==> config.mk <==
export PLATFORM = sky130hd
export DESIGN_NAME = controller_sequencer_flat
export DESIGN_NICKNAME = d
export VERILOG_FILES = /design/src/rtl/sap1_pkg.sv /design/src/rtl/controller_sequencer_if.sv /design/src/rtl/ring_counter_6.sv /design/src/rtl/controller_sequencer.sv /design/src/flat_wrapper.sv
export SDC_FILE = /design/constraint.sdc
export NUM_CORES = 1
export LEC_CHECK = 0
export CORE_AREA = 2 2 39 41
export DETAILED_ROUTE_END_ITERATION = 6
export DIE_AREA = 0 0 41 43
export GPL_TIMING_DRIVEN = 0
export PLACE_DENSITY = 0.82
export RECOVER_POWER = 100
export SYNTH_ARGS = -nofsm -noshare
export SYNTH_HDL_FRONTEND = slang
export SYNTH_SLANG_ARGS = --single-unit
==> constraint.sdc <==
create_clock -name nCLK -period 2.59 [get_ports nCLK]
set_input_delay 0.518 -clock nCLK [delete_from_list [all_inputs] [get_ports nCLK]]
set_output_delay 0.518 -clock nCLK [all_outputs]
set_load 0.01 [all_outputs]
==> src/rtl/sap1_pkg.sv <==
// sap1_pkg: shared SAP-1 opcodes, control-word constants and control-bit positions
package sap1_pkg;
   localparam int CW_WIDTH = 12;
   localparam int RING_LEN = 6;
   localparam logic [3:0] OP_LDA = 4'b0000;
   localparam logic [3:0] OP_ADD = 4'b0001;
   localparam logic [3:0] OP_SUB = 4'b0010;
   localparam logic [3:0] OP_OUT = 4'b1110;
   localparam logic [3:0] OP_HLT = 4'b1111;
   localparam logic [CW_WIDTH-1:0] CW_FETCH_T1 = 12'h5E3;
   localparam logic [CW_WIDTH-1:0] CW_FETCH_T2 = 12'hBE3;
   localparam logic [CW_WIDTH-1:0] CW_FETCH_T3 = 12'h263;
   localparam logic [CW_WIDTH-1:0] CW_LDA_T4   = 12'h1A3;
   localparam logic [CW_WIDTH-1:0] CW_LDA_T5   = 12'h2C3;
   localparam logic [CW_WIDTH-1:0] CW_ADD_T5   = 12'h2E1;
   localparam logic [CW_WIDTH-1:0] CW_ADD_T6   = 12'h3C7;
   localparam logic [CW_WIDTH-1:0] CW_SUB_T6   = 12'h3CF;
   localparam logic [CW_WIDTH-1:0] CW_OUT_T4   = 12'h3F2;
   localparam logic [CW_WIDTH-1:0] CW_INACTIVE = 12'h3E3;
   localparam int CP_BIT  = 11;
   localparam int EP_BIT  = 10;
   localparam int NLM_BIT = 9;
   localparam int NCE_BIT = 8;
   localparam int NLI_BIT = 7;
   localparam int NEI_BIT = 6;
   localparam int NLA_BIT = 5;
   localparam int EA_BIT  = 4;
   localparam int SU_BIT  = 3;
   localparam int EU_BIT  = 2;
   localparam int NLB_BIT = 1;
   localparam int NLO_BIT = 0;
endpackage

==> src/rtl/controller_sequencer_if.sv <==
// controller_sequencer_if: opcode/mode inputs and control-word/state outputs of the sequencer
interface controller_sequencer_if;
   import sap1_pkg::*;
   logic [3:0]          Opcode;
   logic                Auto;
   logic                Step;
   logic [CW_WIDTH-1:0] CON;
   logic [RING_LEN-1:0] T;
   logic                HLT;
   modport master (output Opcode, Auto, Step, input CON, T, HLT);
   modport slave  (input Opcode, Auto, Step, output CON, T, HLT);
endinterface

==> src/rtl/ring_counter_6.sv <==
// ring_counter_6: one-hot six-state ring with synchronous active-low clear and enable
module ring_counter_6
   import sap1_pkg::*;
(
   input  logic                nCLK,
   input  logic                nCLR,
   input  logic                en,
   output logic [RING_LEN-1:0] t
);
   logic [RING_LEN-1:0] t_d, t_q;
   // clear to T1, otherwise rotate toward T6 and wrap when enabled
   always_comb t_d = !nCLR ? RING_LEN'(1) : en ? {t_q[RING_LEN-2:0], t_q[RING_LEN-1]} : t_q;
   // state register
   always_ff @(posedge nCLK) t_q <= t_d;
   assign t = t_q;
endmodule

==> src/rtl/controller_sequencer.sv <==
// controller_sequencer: SAP-1 T-state sequencing, opcode decode and halt/single-step control
module controller_sequencer
   import sap1_pkg::*;
(
   input logic                  nCLK,
   input logic                  nCLR,
   controller_sequencer_if.slave bus
);
   logic                halted_d, halted_q;
   logic                adv, halt_set;
   logic [RING_LEN-1:0] t;
   logic [CW_WIDTH-1:0] con_t4, con_t5, con_t6, con_dec;
   assign adv      = nCLR & ~halted_q & (bus.Auto | bus.Step);
   assign halt_set = adv & t[3] & (bus.Opcode == OP_HLT);
   // the halting edge freezes the ring at T4 instead of rotating
   ring_counter_6 u_ring (.nCLK(nCLK), .nCLR(nCLR), .en(adv & ~halt_set), .t(t));
   // halt is sticky until a reset edge
   always_comb halted_d = !nCLR ? 1'b0 : (halted_q | halt_set);
   // halt flag register
   always_ff @(posedge nCLK) halted_q <= halted_d;
   // execute-phase words decoded from the live opcode; unknown opcodes fall to NOP
   always_comb begin
      con_t4 = (bus.Opcode == OP_LDA || bus.Opcode == OP_ADD || bus.Opcode == OP_SUB) ? CW_LDA_T4 :
               (bus.Opcode == OP_OUT) ? CW_OUT_T4 : CW_INACTIVE;
      con_t5 = (bus.Opcode == OP_LDA) ? CW_LDA_T5 :
               (bus.Opcode == OP_ADD || bus.Opcode == OP_SUB) ? CW_ADD_T5 : CW_INACTIVE;
      con_t6 = (bus.Opcode == OP_ADD) ? CW_ADD_T6 :
               (bus.Opcode == OP_SUB) ? CW_SUB_T6 : CW_INACTIVE;
      con_dec = t[0] ? CW_FETCH_T1 : t[1] ? CW_FETCH_T2 : t[2] ? CW_FETCH_T3 :
                t[3] ? con_t4 : t[4] ? con_t5 : t[5] ? con_t6 : CW_INACTIVE;
   end
   // reset and halt both park the bus with every control inactive
   assign bus.CON = (!nCLR || halted_q) ? CW_INACTIVE : con_dec;
   assign bus.T   = t;
   assign bus.HLT = halted_q;
endmodule

==> src/flat_wrapper.sv <==
// flat-port wrapper written by rule: the top's interface ports become plain ports
module controller_sequencer_flat import sap1_pkg::*;
  (nCLK, nCLR, bus_Opcode, bus_Auto, bus_Step, bus_CON, bus_T, bus_HLT);
  controller_sequencer_if bus_i ();
  input logic nCLK;
  input logic nCLR;
  input wire logic [$bits(bus_i.Opcode)-1:0] bus_Opcode;
  input wire logic [$bits(bus_i.Auto)-1:0] bus_Auto;
  input wire logic [$bits(bus_i.Step)-1:0] bus_Step;
  output wire logic [$bits(bus_i.CON)-1:0] bus_CON;
  output wire logic [$bits(bus_i.T)-1:0] bus_T;
  output wire logic [$bits(bus_i.HLT)-1:0] bus_HLT;
  assign bus_i.Opcode = bus_Opcode;
  assign bus_i.Auto = bus_Auto;
  assign bus_i.Step = bus_Step;
  assign bus_CON = bus_i.CON;
  assign bus_T = bus_i.T;
  assign bus_HLT = bus_i.HLT;
  controller_sequencer u_core (.nCLK(nCLK), .nCLR(nCLR), .bus(bus_i));
endmodule
==> impl_summary.log <==
INFO  metric synth_top_cells_by_area = sky130_fd_sc_hd__dfxtp_1 (28%), sky130_fd_sc_hd__mux2i_1 (6.1%), sky130_fd_sc_hd__nor4b_4 (4.8%)
INFO  metric drt_first_iter_violations = 5
INFO  metric global_routing_usage_on_met2 = 0.259
INFO  metric synthCells = roughly 60
INFO  metric p_total = a little over 300 uW
INFO  metric timing.slew.headroom = 0.778
INFO  metric biggest_area_consumer_among_synthesized_cells = sky130_fd_sc_hd__dfxtp_1
INFO  metric status = complete, no violations
INFO  metric grt.overflow.total = 0
INFO  metric slowest_stage_cell_cp = sky130_fd_sc_hd__dlygate4sd3_1
INFO  metric worst_hold_path.endpoint = u_core.u_ring.t[5]$_SDFFE_PN0P_
INFO  metric core_util_final = 0.570
INFO  metric wire_length_of_the_first_global_routing_pass = roughly 2100 um
INFO  metric post_drt_wl_per_cell = approximately 13 um
INFO  metric yosys_warnings = 0
INFO  metric timing.critical_path.required = around 2.1 ns
INFO  metric count_of_hold_buffers_inserted_by_post_cts_repair = 0
INFO  metric synthMostInstantiatedCell = sky130_fd_sc_hd__dfxtp_1
INFO  metric total_core_area = ~1400 um2
INFO  metric worstPathArrival = about 2.0 ns
INFO  metric cts_tree = yes
INFO  metric synthesis.nets = 67
INFO  metric routed_via_density = roughly 5.4
INFO  metric area_growth = 60.3%
INFO  metric place.port_buffers = 25
INFO  metric number_of_global_route_vias_before_repair = ~480
INFO  metric grt_use_met1 = 0.210
INFO  metric starting_density_of_the_core = 0.355
INFO  metric dr_total_vias = about 570
INFO  metric clk-insertion-delay-late = ~0.25 ns
INFO  metric r2r_slack = between 1 and 1.5 ns
INFO  metric synth_top_area_share = 0.285
INFO  metric worst_slew_pin_slew = about 0.33 ns
INFO  metric yosys_register_bits = 7
INFO  metric synth_ff_type = sky130_fd_sc_hd__dfxtp_1
INFO  metric final_ant_viol_nets = 0
INFO  metric grtUsageMet3 = 0.0471
INFO  metric cts-root-buf = sky130_fd_sc_hd__clkbuf_4
INFO  metric min-delay-start = u_core.u_ring.t[5]$_SDFFE_PN0P_
INFO  metric drv_cap = 0
INFO  metric pwr_density_cell = 394 nW/um2
INFO  metric grt_usage = 0.177
INFO  metric unrepaired_setup_endpoints_after_global_routing = false
INFO  metric post_synth_num_cell_types = 32
INFO  metric timing.final.crit_period = 2.55 ns
INFO  metric fp.dieArea = roughly 1800 um2
INFO  metric dieWidth = ~41 um
INFO  metric setup_viol_count_final = 0
INFO  metric finalClockSkew = just over 0.001 ns
INFO  metric regToRegEndpoint = u_core.u_ring.t[0]$_SDFFE_PN1P_
INFO  metric peakVddDrop = around 250 uV
INFO  metric r2r_worst_path_depth = 3
INFO  metric synth.cell_area = approximately 490 um2
INFO  metric critical_path_class = primary input to output port
INFO  metric crit_path_cell_trace = dlygate4sd2_1 -> a211o_1 -> nor3_1 -> o21ai_0 -> dlygate4sd3_1
INFO  metric period_share = 0.985
INFO  metric post-route-drc-count = 0
INFO  metric ioPinCount = 27
INFO  metric postRouteWirelength = approximately 1400 um
INFO  metric hp-class = flip-flop to flip-flop
INFO  metric yosys-top-cells-count = sky130_fd_sc_hd__dfxtp_1 (7), sky130_fd_sc_hd__nand2_1 (6), sky130_fd_sc_hd__nor2_1 (4)
INFO  metric rows = 14
INFO  metric crit_path_end_kind = output port
INFO  metric clk_pin_slew = about 0.05 ns
INFO  metric worst_r2r_startpoint = u_core.bus.HLT$_SDFF_PN0_
INFO  metric drive_gt1_frac = 0.125
INFO  metric htreeDepth = 1
INFO  metric clock-sinks = 7
INFO  metric crit_path_max_fanout = 6
INFO  metric sequential_cell_area_fraction_in_the_yosys_report = 0.285
INFO  metric timing.critical_path.from_type = primary input
INFO  metric postSynthAreaPerCell = roughly 8.3 um2
INFO  metric hold-path-cell-count = 2
INFO  metric leakage = about 0.00032 uW
INFO  metric slew_viol_final = 0
INFO  metric grt-busiest-layer = met2
INFO  metric hold_violations = 0
INFO  metric final_net_count = 97
INFO  metric hold-worst-slack = approximately 0.53 ns
INFO  metric grt_start_max_net_pins = 10
INFO  metric max_clock_freq = between 0.3 and 0.4 GHz
INFO  metric synth_enable_flop_cells = 0
INFO  metric die_height = ~43 um
INFO  metric async_set_or_reset_register_ratio_after_synthesis = 0
INFO  metric finalWeightedCongestion = around 0.78
INFO  metric critPathMaxStageDelay = ~0.63 ns
INFO  metric cts_buffers = 3
INFO  metric ctsLongestPathBuffers = 2
INFO  metric detail_route.first_pass.iterations = 4
INFO  metric antenna_cells_inserted = 0
INFO  metric grt_antenna_before_repair = 0
[layout by cell type, fill, tap and decap left out, types with 2 or more instances in the layout]
cell type	netlist	layout
sky130_fd_sc_hd__dlygate4sd3_1	0	14
sky130_fd_sc_hd__dfxtp_1	7	7
sky130_fd_sc_hd__nand2_1	6	6
sky130_fd_sc_hd__clkdlybuf4s50_1	0	6
sky130_fd_sc_hd__dlygate4sd2_1	0	5
sky130_fd_sc_hd__nor2_1	4	4
sky130_fd_sc_hd__nor2b_1	3	3
sky130_fd_sc_hd__inv_1	3	3
sky130_fd_sc_hd__o21ai_0	3	3
sky130_fd_sc_hd__mux2i_1	3	3
sky130_fd_sc_hd__a21oi_1	3	3
sky130_fd_sc_hd__clkbuf_4	0	3
sky130_fd_sc_hd__nand2b_1	2	2
sky130_fd_sc_hd__nand3_1	2	2
sky130_fd_sc_hd__nor3_1	2	2
[how the worst max path moves through the flow]
stage,start,end,slack [ns],cells past startpoint
4_1_cts,nCLR,bus_CON[4],0.02,5
3_5_place_dp,bus_Opcode[3],bus_CON[3],-0.19,5
2_1_floorplan,nCLR,bus_CON[4],0.68,4
5_1_grt,bus_Opcode[3],bus_CON[3],0.0003,5
6_report,bus_Opcode[1],bus_CON[8],0.04,5
3_3_place_gp,bus_Opcode[3],bus_CON[3],-0.19,5
[what timing repair did]
action | in CTS | in global routing
endpoints found under the setup margin | 7 | 2
pin swaps | 0 | 1
resized for setup | 6 | 1
setup buffers | 0 | 1
[through the flow]
stage / setup WS [ns] / instances / instance area, um2 / TNS [ns]
after floorplan: 0.682 / 59 / 492 / 0
after CTS: 0.0241 / 104 / 788 / 0
final: 0.0400 / 104 / 788 / 0
after global routing: 0.000281 / 104 / 788 / 0
after global placement: -0.186 / 100 / 762 / -0.490
after detailed placement: -0.190 / 100 / 762 / -0.472
[logic make-up after synthesis]
logic type	synth area share
muxes	0.0916
xor gates and xnor gates	0.0178
AOI/OAI and AO/OA	0.176
DFF	0.285
and+or+nand+nor	0.389
buffers and inverters	0.0407
[power breakdown]
part           internal (uW)  total [uW]  switching (uW)
clock                   59.0         102            42.9
sequential               115         128            13.1
combinational           41.8        80.0            38.3
[registers in the layout, summed over array words and instances, names as in the netlist]
name / cells
u_core.u_ring.t: 6
u_core.bus.HLT: 1
[worst max-delay path, delay by kind of cell]
kind	cells	cell delay, ns
buffers and inverters	2	0.93
AND/OR/NAND/NOR	1	0.13
AO/OA/AOI/OAI	2	0.45
[cell type report]
| type | instances | area, um2 |
|---|---|---|
| flip-flops and latches | 7 | 140 |
| fillers | 133 | 596 |
| well taps | 16 | 20.0 |
| inverters | 3 | 11.3 |
| clock buffers | 4 | 26.3 |
| multi-input cells | 47 | 334 |
| repair buffers | 26 | 251 |
| plain buffers | 1 | 5.00 |
[metal layers]
metal  part of all wire  vias up
li1                   -      276
met1               0.42      262
met2               0.48       24
met3              0.084        4
met4              0.018        0
met5                  0        -
(Power assumes the default switching activity.)
